## src/rtl/i2s_rx_deser.sv

```systemverilog
// I2S receiver: oversamples bclk/ws/sdata on sys_clk and deserialises signed left/right words.
// Define I2S_RX_LJ_EN for left-justified framing, where the MSB arrives on the ws-edge bit.
module i2s_rx_deser #(
  parameter int DATA_W      = 24,
  parameter int SYNC_STAGES = 2
) (
  input  logic                     sys_clk,
  input  logic                     sys_rst,
  input  logic                     bclk,
  input  logic                     ws,
  input  logic                     sdata,
  output logic signed [DATA_W-1:0] au_left,
  output logic signed [DATA_W-1:0] au_right,
  output logic                     left_vld,
  output logic                     right_vld,
  output logic                     frame_vld,
  output logic                     err_short,
  output logic                     locked
);

  localparam int CNT_W = $clog2(DATA_W + 1);
  localparam int SH_W  = DATA_W - 1;

  typedef enum logic [1:0] {IDLE, DELAY, SHIFT, PAD} state_t;

  state_t state, state_nxt;

  logic [SYNC_STAGES-1:0] bclk_sync, ws_sync, sdata_sync;
  logic                   bclk_d, ws_prev;
  logic                   bclk_s, ws_s, sdata_s;
  logic                   bit_evt, ws_edge;
  logic [SH_W-1:0]        shreg;
  logic [CNT_W-1:0]       bit_cnt;
  logic [DATA_W-1:0]      word_nxt;
  logic                   channel, left_ok;
  logic                   load_msb, shift_en, word_done, short_err, toggle_ch, set_left;

  assign bclk_s   = bclk_sync[SYNC_STAGES-1];
  assign ws_s     = ws_sync[SYNC_STAGES-1];
  assign sdata_s  = sdata_sync[SYNC_STAGES-1];
  assign bit_evt  = bclk_s & ~bclk_d;
  assign ws_edge  = bit_evt & (ws_s ^ ws_prev);
  assign word_nxt = {shreg, sdata_s};

  always_ff @(posedge sys_clk) begin
    if (!sys_rst) begin
      bclk_sync  <= '0;
      ws_sync    <= '0;
      sdata_sync <= '0;
      bclk_d     <= 1'b0;
    end else begin
      bclk_sync  <= {bclk_sync[SYNC_STAGES-2:0], bclk};
      ws_sync    <= {ws_sync[SYNC_STAGES-2:0], ws};
      sdata_sync <= {sdata_sync[SYNC_STAGES-2:0], sdata};
      bclk_d     <= bclk_s;
    end
  end

  always_ff @(posedge sys_clk) begin
    if (!sys_rst) state <= IDLE;
    else          state <= state_nxt;
  end

  always_comb begin
    state_nxt = state;
    load_msb  = 1'b0;
    shift_en  = 1'b0;
    word_done = 1'b0;
    short_err = 1'b0;
    toggle_ch = 1'b0;
    set_left  = 1'b0;
    if (bit_evt) begin
      case (state)
        IDLE: begin
          if (ws_edge && !ws_s) begin
            set_left = 1'b1;
`ifdef I2S_RX_LJ_EN
            load_msb  = 1'b1;
            state_nxt = SHIFT;
`else
            state_nxt = DELAY;
`endif
          end
        end
        DELAY: begin
          // A ws edge here means the slot was under two bits long.
          if (ws_edge) begin
            short_err = 1'b1;
            toggle_ch = 1'b1;
          end else begin
            load_msb  = 1'b1;
            state_nxt = SHIFT;
          end
        end
        SHIFT: begin
          if (ws_edge) begin
            short_err = 1'b1;
            toggle_ch = 1'b1;
`ifdef I2S_RX_LJ_EN
            load_msb  = 1'b1;
            state_nxt = SHIFT;
`else
            state_nxt = DELAY;
`endif
          end else begin
            shift_en = 1'b1;
            if (bit_cnt == CNT_W'(DATA_W - 1)) begin
              word_done = 1'b1;
              state_nxt = PAD;
            end
          end
        end
        PAD: begin
          if (ws_edge) begin
            toggle_ch = 1'b1;
`ifdef I2S_RX_LJ_EN
            load_msb  = 1'b1;
            state_nxt = SHIFT;
`else
            state_nxt = DELAY;
`endif
          end
        end
        default: state_nxt = IDLE;
      endcase
    end
  end

  always_ff @(posedge sys_clk) begin
    if (!sys_rst) begin
      ws_prev   <= 1'b0;
      shreg     <= '0;
      bit_cnt   <= '0;
      channel   <= 1'b0;
      left_ok   <= 1'b0;
      au_left   <= '0;
      au_right  <= '0;
      left_vld  <= 1'b0;
      right_vld <= 1'b0;
      frame_vld <= 1'b0;
      err_short <= 1'b0;
      locked    <= 1'b0;
    end else begin
      left_vld  <= 1'b0;
      right_vld <= 1'b0;
      frame_vld <= 1'b0;
      err_short <= 1'b0;
      if (bit_evt) ws_prev <= ws_s;
      if (load_msb) begin
        shreg   <= SH_W'(sdata_s);
        bit_cnt <= CNT_W'(1);
      end else if (shift_en) begin
        shreg   <= word_nxt[SH_W-1:0];
        bit_cnt <= bit_cnt + CNT_W'(1);
      end
      if (set_left)       channel <= 1'b0;
      else if (toggle_ch) channel <= ~channel;
      if (word_done) begin
        if (!channel) begin
          au_left  <= word_nxt;
          left_vld <= 1'b1;
          left_ok  <= 1'b1;
          locked   <= 1'b1;
        end else begin
          au_right  <= word_nxt;
          right_vld <= 1'b1;
          frame_vld <= left_ok;
          left_ok   <= 1'b0;
        end
      end
      if (short_err) begin
        err_short <= 1'b1;
        locked    <= 1'b0;
        left_ok   <= 1'b0;
      end
    end
  end

endmodule

```

## config.mk

```make
export PLATFORM = sky130hd
export DESIGN_NAME = i2s_rx_deser
export DESIGN_NICKNAME = d
export VERILOG_FILES = /design/src/rtl/i2s_rx_deser.sv
export SDC_FILE = /design/constraint.sdc
export NUM_CORES = 1
export LEC_CHECK = 0
export CAP_MARGIN = 20
export CELL_PAD_IN_SITES_DETAIL_PLACEMENT = 1
export CELL_PAD_IN_SITES_GLOBAL_PLACEMENT = 2
export CORE_MARGIN = 2
export CORE_UTILIZATION = 29
export CTS_CLUSTER_SIZE = 25
export DETAILED_ROUTE_END_ITERATION = 8
export HOLD_SLACK_MARGIN = 0.15
export PLACE_DENSITY_LB_ADDON = 0.12
export SLEW_MARGIN = 20
export SYNTH_ARGS = -nofsm -noshare
export SYNTH_HDL_FRONTEND = slang
export SYNTH_SLANG_ARGS = --single-unit
```

## constraint.sdc

```tcl
create_clock -name sys_clk -period 1.6 [get_ports sys_clk]
set_clock_uncertainty 0.05 [all_clocks]
set_input_delay 0.16 -clock sys_clk [delete_from_list [all_inputs] [get_ports sys_clk]]
set_output_delay 0.16 -clock sys_clk [all_outputs]
set_load 0.05 [all_outputs]
```

==> flow_metrics.py, run 1 <==
metrics = {
    "outcome": {
        "status": "completed",
    },
    "cts": {
        "cts_buffers": 9,
        "clock_latency_ns": 0.34,
        "cts-root-buf": "clkbuf_16",
        "clock_path_buffers": 2,
        "path_clk_slew_ns": 0.06,
        "cts.sink_count": 93,
        "cts-htree-levels": 3,
        "cts_tree": "done",
    },
    "floorplan": {
        "top_level_ports": 58,
        "die_h_microns": 115,
        "rows": 40,
        "die_w_microns": 115,
        "start_util": 0.298,
        "coreArea_sq_mm": 0.0121,
        "die_area_sq_mm": 0.0133,
    },
    "route": {
        "wirelength_microns": 8780,
        "final_antenna_net_count": 0,
        "viasPerCell": 4.46,
        "drcViolationCount": 0,
        "dr.pass1.iters": 4,
        "wl_per_cell_microns": 13.9,
        "drt_iter0_drc": 83,
        "vias": 2808,
    },
    "cells_and_area": {
        "n_antenna_cell": 0,
        "fillers": 1369,
        "sequential_cell_area_sq_mm": 0.00187,
        "drive_gt1_frac": 0.264,
        "final_net_count": 472,
        "multiInputGateArea_sq_mm": 0.00163,
        "fin_area_sq_mm": 0.00486,
        "area_growth_pct": 35.1,
    },
    "timing": {
        "slew_headroom": 0.751,
        "fin_crit_ns": 1.59,
        "tns_ns": 0,
        "max_freq_mhz": 631,
        "hold_viol_final": 0,
        "post-route-period-util": 0.991,
        "setup_viol": 0,
        "drv_slew": 0,
        "whs_ns": 0.163,
        "grt_setup_unrepaired": "yes",
        "tightest_slew_ns": 0.368,
    },
    "worst_setup_path": {
        "critPathLaunchType": "flip-flop",
        "cp.arrival_ns": 1.77,
        "critPathRequiredTime_ns": 1.78,
        "path_class": "flip-flop to flip-flop",
        "end_kind": "flip-flop",
        "path_max_fanout": 5,
    },
    "yosys": {
        "ys_seq_area_frac": 0.518,
        "synthCells": 380,
        "synth-async-reset-ratio": 0,
        "avgSynthCellArea_sq_um": 9.46,
        "ys_warn_count": 0,
        "synth_edf_count": 0,
        "ys_seq_elements": 93,
        "syn-num-nets": 392,
        "yosysUniqueCellTypes": 35,
        "dominantRegCellSynth": "dfxtp_1",
        "synthesis.area_sq_mm": 0.00360,
    },
    "placed_design": {
        "place_area_sq_mm": 0.00437,
        "place.gp.congestion": 0.698,
        "port_buffers": 57,
        "dp_hpwl_microns": 5890,
    },
    "power_and_ir_drop": {
        "vdd_ir_drop_max_mv": 0.357,
        "power_density_mw_per_mm2": 940,
        "power.leakage_nw": 1.97,
        "finalPower_mw": 4.57,
    },
    "grt": {
        "first_global_vias": 2730,
        "grt_pass1_wl_microns": 13600,
        "grt_max_degree": 44,
        "grt_overflow_total": 0,
        "antenna_found_initial": 0,
        "grt_util_all_layers": 0.134,
    },
    "flow_run": {
        "drv_cap": 0,
    },
    "worst_hold_path": {
        "min_path_type": "input pin to flip-flop",
    },
}
## kinds of logic (layout without fill, tap and decap cells)
family	count (synthesis)	in the layout	synth area share
compound gates	37	37	0.0550
xor+xnor	5	5	0.0174
fa+ha+maj	7	7	0.0244
buf+inv	29	111	0.0515
flops	93	93	0.518
mux	51	51	0.142
simple gates	158	158	0.192
## through the flow
step,instances,setup WS [ns],utilization
floorplan,380,0.00719,-
global placement,606,0.0342,0.362
detailed placement,606,-0.0273,0.362
CTS,620,-0.0114,0.388
global route,630,-0.0270,0.403
finish,630,0.0140,0.403
## worst paths after layout
check	startpoint	end	slack, ns	depth (start not counted)
max	ws_prev$_SDFFE_PN0P_	state[1]$_SDFFE_PN0P_	0.01	5
min	sys_rst	ws_sync[1]$_SDFF_PN0_	0.16	2
max reg2reg	ws_prev$_SDFFE_PN0P_	state[1]$_SDFFE_PN0P_	0.01	5
min reg2reg	sdata_sync[0]$_SDFF_PN0_	sdata_sync[1]$_SDFF_PN0_	0.38	1
## synth_stat cells, types with 2 or more instances
cell	n	share of area
ha_1	7	0.024
clkbuf_1	13	0.014
and2_1	8	0.014
or3_1	2	0.0035
xor2_1	2	0.0049
buf_6	3	0.0094
nor3_1	2	0.0028
nor2_1	4	0.0042
dfxtp_1	93	0.52
buf_1	2	0.0021
o21ai_0	4	0.0056
o2111ai_1	2	0.0049
nand2_1	126	0.13
nand3_1	3	0.0042
mux2i_1	50	0.14
inv_1	6	0.0063
buf_12	3	0.017
a21oi_1	30	0.042
xnor2_1	2	0.0049
nand2b_1	2	0.0035
nand4_1	2	0.0035
## power breakdown
| part | switching, mW | total (mW) | internal [mW] |
|---|---|---|---|
| Sequential | 0.00471 | 2.33 | 2.32 |
| Clock | 0.859 | 2.13 | 1.27 |
| Combinational | 0.0682 | 0.116 | 0.0481 |
| Total | 0.932 | 4.57 | 3.64 |
## layout make-up
class | count | area share
clock inverter | 2 | 0.00721
clock buffer | 11 | 0.0520
multi-input combinational | 258 | 0.335
inverter | 6 | 0.00463
timing repair buffer | 92 | 0.173
sequential | 93 | 0.385
tap | 168 | 0.0433
## state kept, by name, indices dropped and copies added, names as in the netlist, 2 cells and up
signal,flops
sdata_sync,2
shreg,23
ws_sync,2
au_right,24
state,2
au_left,24
bclk_sync,2
bit_cnt,5
## per-layer routing
layer	GRT usage	share of wire
met5	0	0
met4	0.0554	0.016
met3	0.0380	0.028
met2	0.220	0.49
met1	0.164	0.46
## placed cells by master (no fill, tap or decap), types with 3 or more instances in the layout
cell and count:
a21oi_1 30, and2_1 8, buf_12 8, buf_4 76, clkbuf_16 11, clkdlybuf4s50_1 3
dfxtp_1 87, dfxtp_2 5, ha_1 4, inv_1 6, mux2i_1 49, nand2_1 125
nand3_1 3, nor2_1 4, o21ai_0 3
## repair_timing
action                     CTS  global route
resized for setup            5            15
pin swaps                    2             5
setup endpoints to repair   21            73
buffers inserted             1             8
gates cloned                 0             2
hold buffers                 0             0
## critical path, stage by stage (launching register included)
cell       delay (ns)
dfxtp_4          0.36
xnor2_4          0.16
buf_4            0.18
mux2i_4          0.25
o2111ai_4        0.15
mux2_4           0.33
(Power assumes the default switching activity.)
==> run 2, diff against run 1 <==
--- a/config.mk
+++ b/config.mk
@@ -14,6 +14,7 @@
 export DETAILED_ROUTE_END_ITERATION = 8
 export HOLD_SLACK_MARGIN = 0.15
 export PLACE_DENSITY_LB_ADDON = 0.12
+export SKIP_CTS_REPAIR_TIMING = 1
 export SLEW_MARGIN = 20
 export SYNTH_ARGS = -nofsm -noshare
 export SYNTH_HDL_FRONTEND = slang
==> run 2 against run 1 <==
The flow now finishes with violations (setup timing). Critical path depth is the same. Flip-flop and latch count did not move. Combinational power about the same. Maximum frequency decreased by 1.1%. Clock-buffer cell count is the same. Clock power about the same. Die area is the same. Global-route usage stayed put.
==> flow_metrics.py, run 2 (same netlist as run 1, synthesis figures left out) <==
metrics = {
    "outcome": {
        "status": "finished, violations left",
        "violations": "setup timing",
    },
    "worst_setup_path": {
        "worstReg2RegStart": "ws_sync[1]$_SDFF_PN0_",
        "critPathLaunchType": "flip-flop",
        "max_stage_delay_ns": 0.35,
        "end_kind": "flip-flop",
        "crit_slowest_cell": "dfxtp_2",
        "critPathRequiredTime_ns": 1.78,
        "crit_buf_inv": 1,
        "path_max_fanout": 7,
        "ff2ff_setup_slack_ns": -0.004,
        "reg2reg_to": "state[1]$_SDFFE_PN0P_",
        "cp.arrival_ns": 1.79,
        "crit_family": "multiplexers",
        "path_cells": "xnor2_4 -> buf_6 -> mux2i_4 -> o2111ai_4 -> mux2_2",
        "path_class": "flip-flop to flip-flop",
        "reg2regPathDepth": 5,
        "startpoint": "ws_sync[1]$_SDFF_PN0_",
    },
    "grt": {
        "grt_pass1_wl_microns": 13600,
        "first_global_vias": 2727,
        "grt_max_degree": 44,
        "antenna_found_initial": 0,
        "grt_util_all_layers": 0.134,
        "grt_overflow_total": 0,
    },
    "floorplan": {
        "die_h_microns": 115,
        "die_w_microns": 115,
        "top_level_ports": 58,
        "die_area_sq_mm": 0.0133,
        "rows": 40,
        "start_util": 0.298,
        "coreArea_sq_mm": 0.0121,
    },
    "cells_and_area": {
        "area_growth_pct": 34.1,
        "n_antenna_cell": 0,
        "fin_area_sq_mm": 0.00482,
        "multiInputGateArea_sq_mm": 0.00160,
        "reg_top3": "au_left: 24 flops, au_right: 24 flops, shreg: 23 flops",
        "final_common_cell": "nand2_1",
        "sequential_cell_area_sq_mm": 0.00187,
        "drive_gt1_frac": 0.256,
        "most-common-layout-cells": "nand2_1, dfxtp_1, buf_4",
        "final_net_count": 471,
        "fillers": 1369,
    },
    "worst_hold_path": {
        "worstHoldStart": "sys_rst",
        "min_path_type": "input pin to flip-flop",
        "whs_path_depth": 2,
        "hold_path_end": "ws_sync[1]$_SDFF_PN0_",
    },
    "cts": {
        "cts-htree-levels": 3,
        "path_clk_slew_ns": 0.06,
        "cts_tree": "done",
        "clock_path_buffers": 2,
        "cts-root-buf": "clkbuf_16",
        "cts.sink_count": 93,
        "clock_latency_ns": 0.34,
        "cts_buffers": 9,
    },
    "timing": {
        "tightest_slew_ns": 0.374,
        "post-route-period-util": 1.00,
        "setup_viol": 3,
        "drv_slew": 0,
        "grt_setup_unrepaired": "yes",
        "fin_crit_ns": 1.60,
        "timing.final.ws_setup_ns": -0.00412,
        "hold_viol_final": 0,
        "slew_headroom": 0.747,
        "whs_ns": 0.158,
        "max_freq_mhz": 623,
    },
    "power_and_ir_drop": {
        "power.leakage_nw": 1.96,
        "vdd_ir_drop_max_mv": 0.363,
        "finalPower_mw": 4.57,
        "power_density_mw_per_mm2": 949,
    },
    "route": {
        "wl_per_cell_microns": 13.8,
        "drt_iter0_drc": 69,
        "vias": 2793,
        "dr.pass1.iters": 4,
        "final_antenna_net_count": 0,
        "wirelength_microns": 8690,
        "viasPerCell": 4.44,
        "drcViolationCount": 0,
    },
    "placed_design": {
        "dp_hpwl_microns": 5890,
        "place_area_sq_mm": 0.00437,
        "place.gp.congestion": 0.698,
        "port_buffers": 57,
    },
    "flow_run": {
        "drv_cap": 0,
    },
}
[run 2: how the worst max path moves through the flow]
stage                                to  slack (ns)  cells after the start
6_report          state[1]$_SDFFE_PN0P_      -0.004                      5
5_1_grt        au_left[17]$_SDFFE_PN0P_       -0.08                      6
4_1_cts         au_left[6]$_SDFFE_PN0P_       -0.04                      5
3_5_place_dp    au_left[6]$_SDFFE_PN0P_       -0.03                      5
3_3_place_gp    au_left[0]$_SDFFE_PN0P_        0.03                      5
2_1_floorplan  au_left[10]$_SDFFE_PN0P_       0.007                      6
[run 2: final cells by class]
cell class | instances | share of cell area
multi-input cells | 258 | 0.332
clock buffers | 11 | 0.0524
clock inverters | 2 | 0.00727
repair buffers | 91 | 0.172
inverters | 6 | 0.00467
well taps | 168 | 0.0436
flip-flops and latches | 93 | 0.387
[run 2: where the power goes]
group / switching, mW / total [mW] / internal (mW)
clock network: 0.865 / 2.13 / 1.27
registers: 0.00479 / 2.33 / 2.32
logic: 0.0670 / 0.115 / 0.0478
total: 0.936 / 4.57 / 3.64
[run 2: worst register-to-register path, cell delays in order (launching register included)]
cell and delay [ns]:
dfxtp_2 0.35, xnor2_4 0.27, buf_6 0.15, mux2i_4 0.23
o2111ai_4 0.14, mux2_2 0.30
[run 2: metrics by stage]
step / TNS (ns) / setup slack, ns / utilization / std cells
floorplan: 0 / 0.00719 / - / 380
finish: -0.00768 / -0.00412 / 0.400 / 629
detailed placement: -0.129 / -0.0273 / 0.362 / 606
global route: -1.51 / -0.0811 / 0.400 / 629
CTS: -0.367 / -0.0405 / 0.386 / 619
global placement: 0 / 0.0342 / 0.362 / 606
[run 2: layer usage]
metal	part of all wire	vias up	GRT usage
li1	-	1400	-
met2	0.49	34	0.220
met5	0	-	0
met1	0.47	1350	0.164
met3	0.028	9	0.0380
met4	0.016	0	0.0554
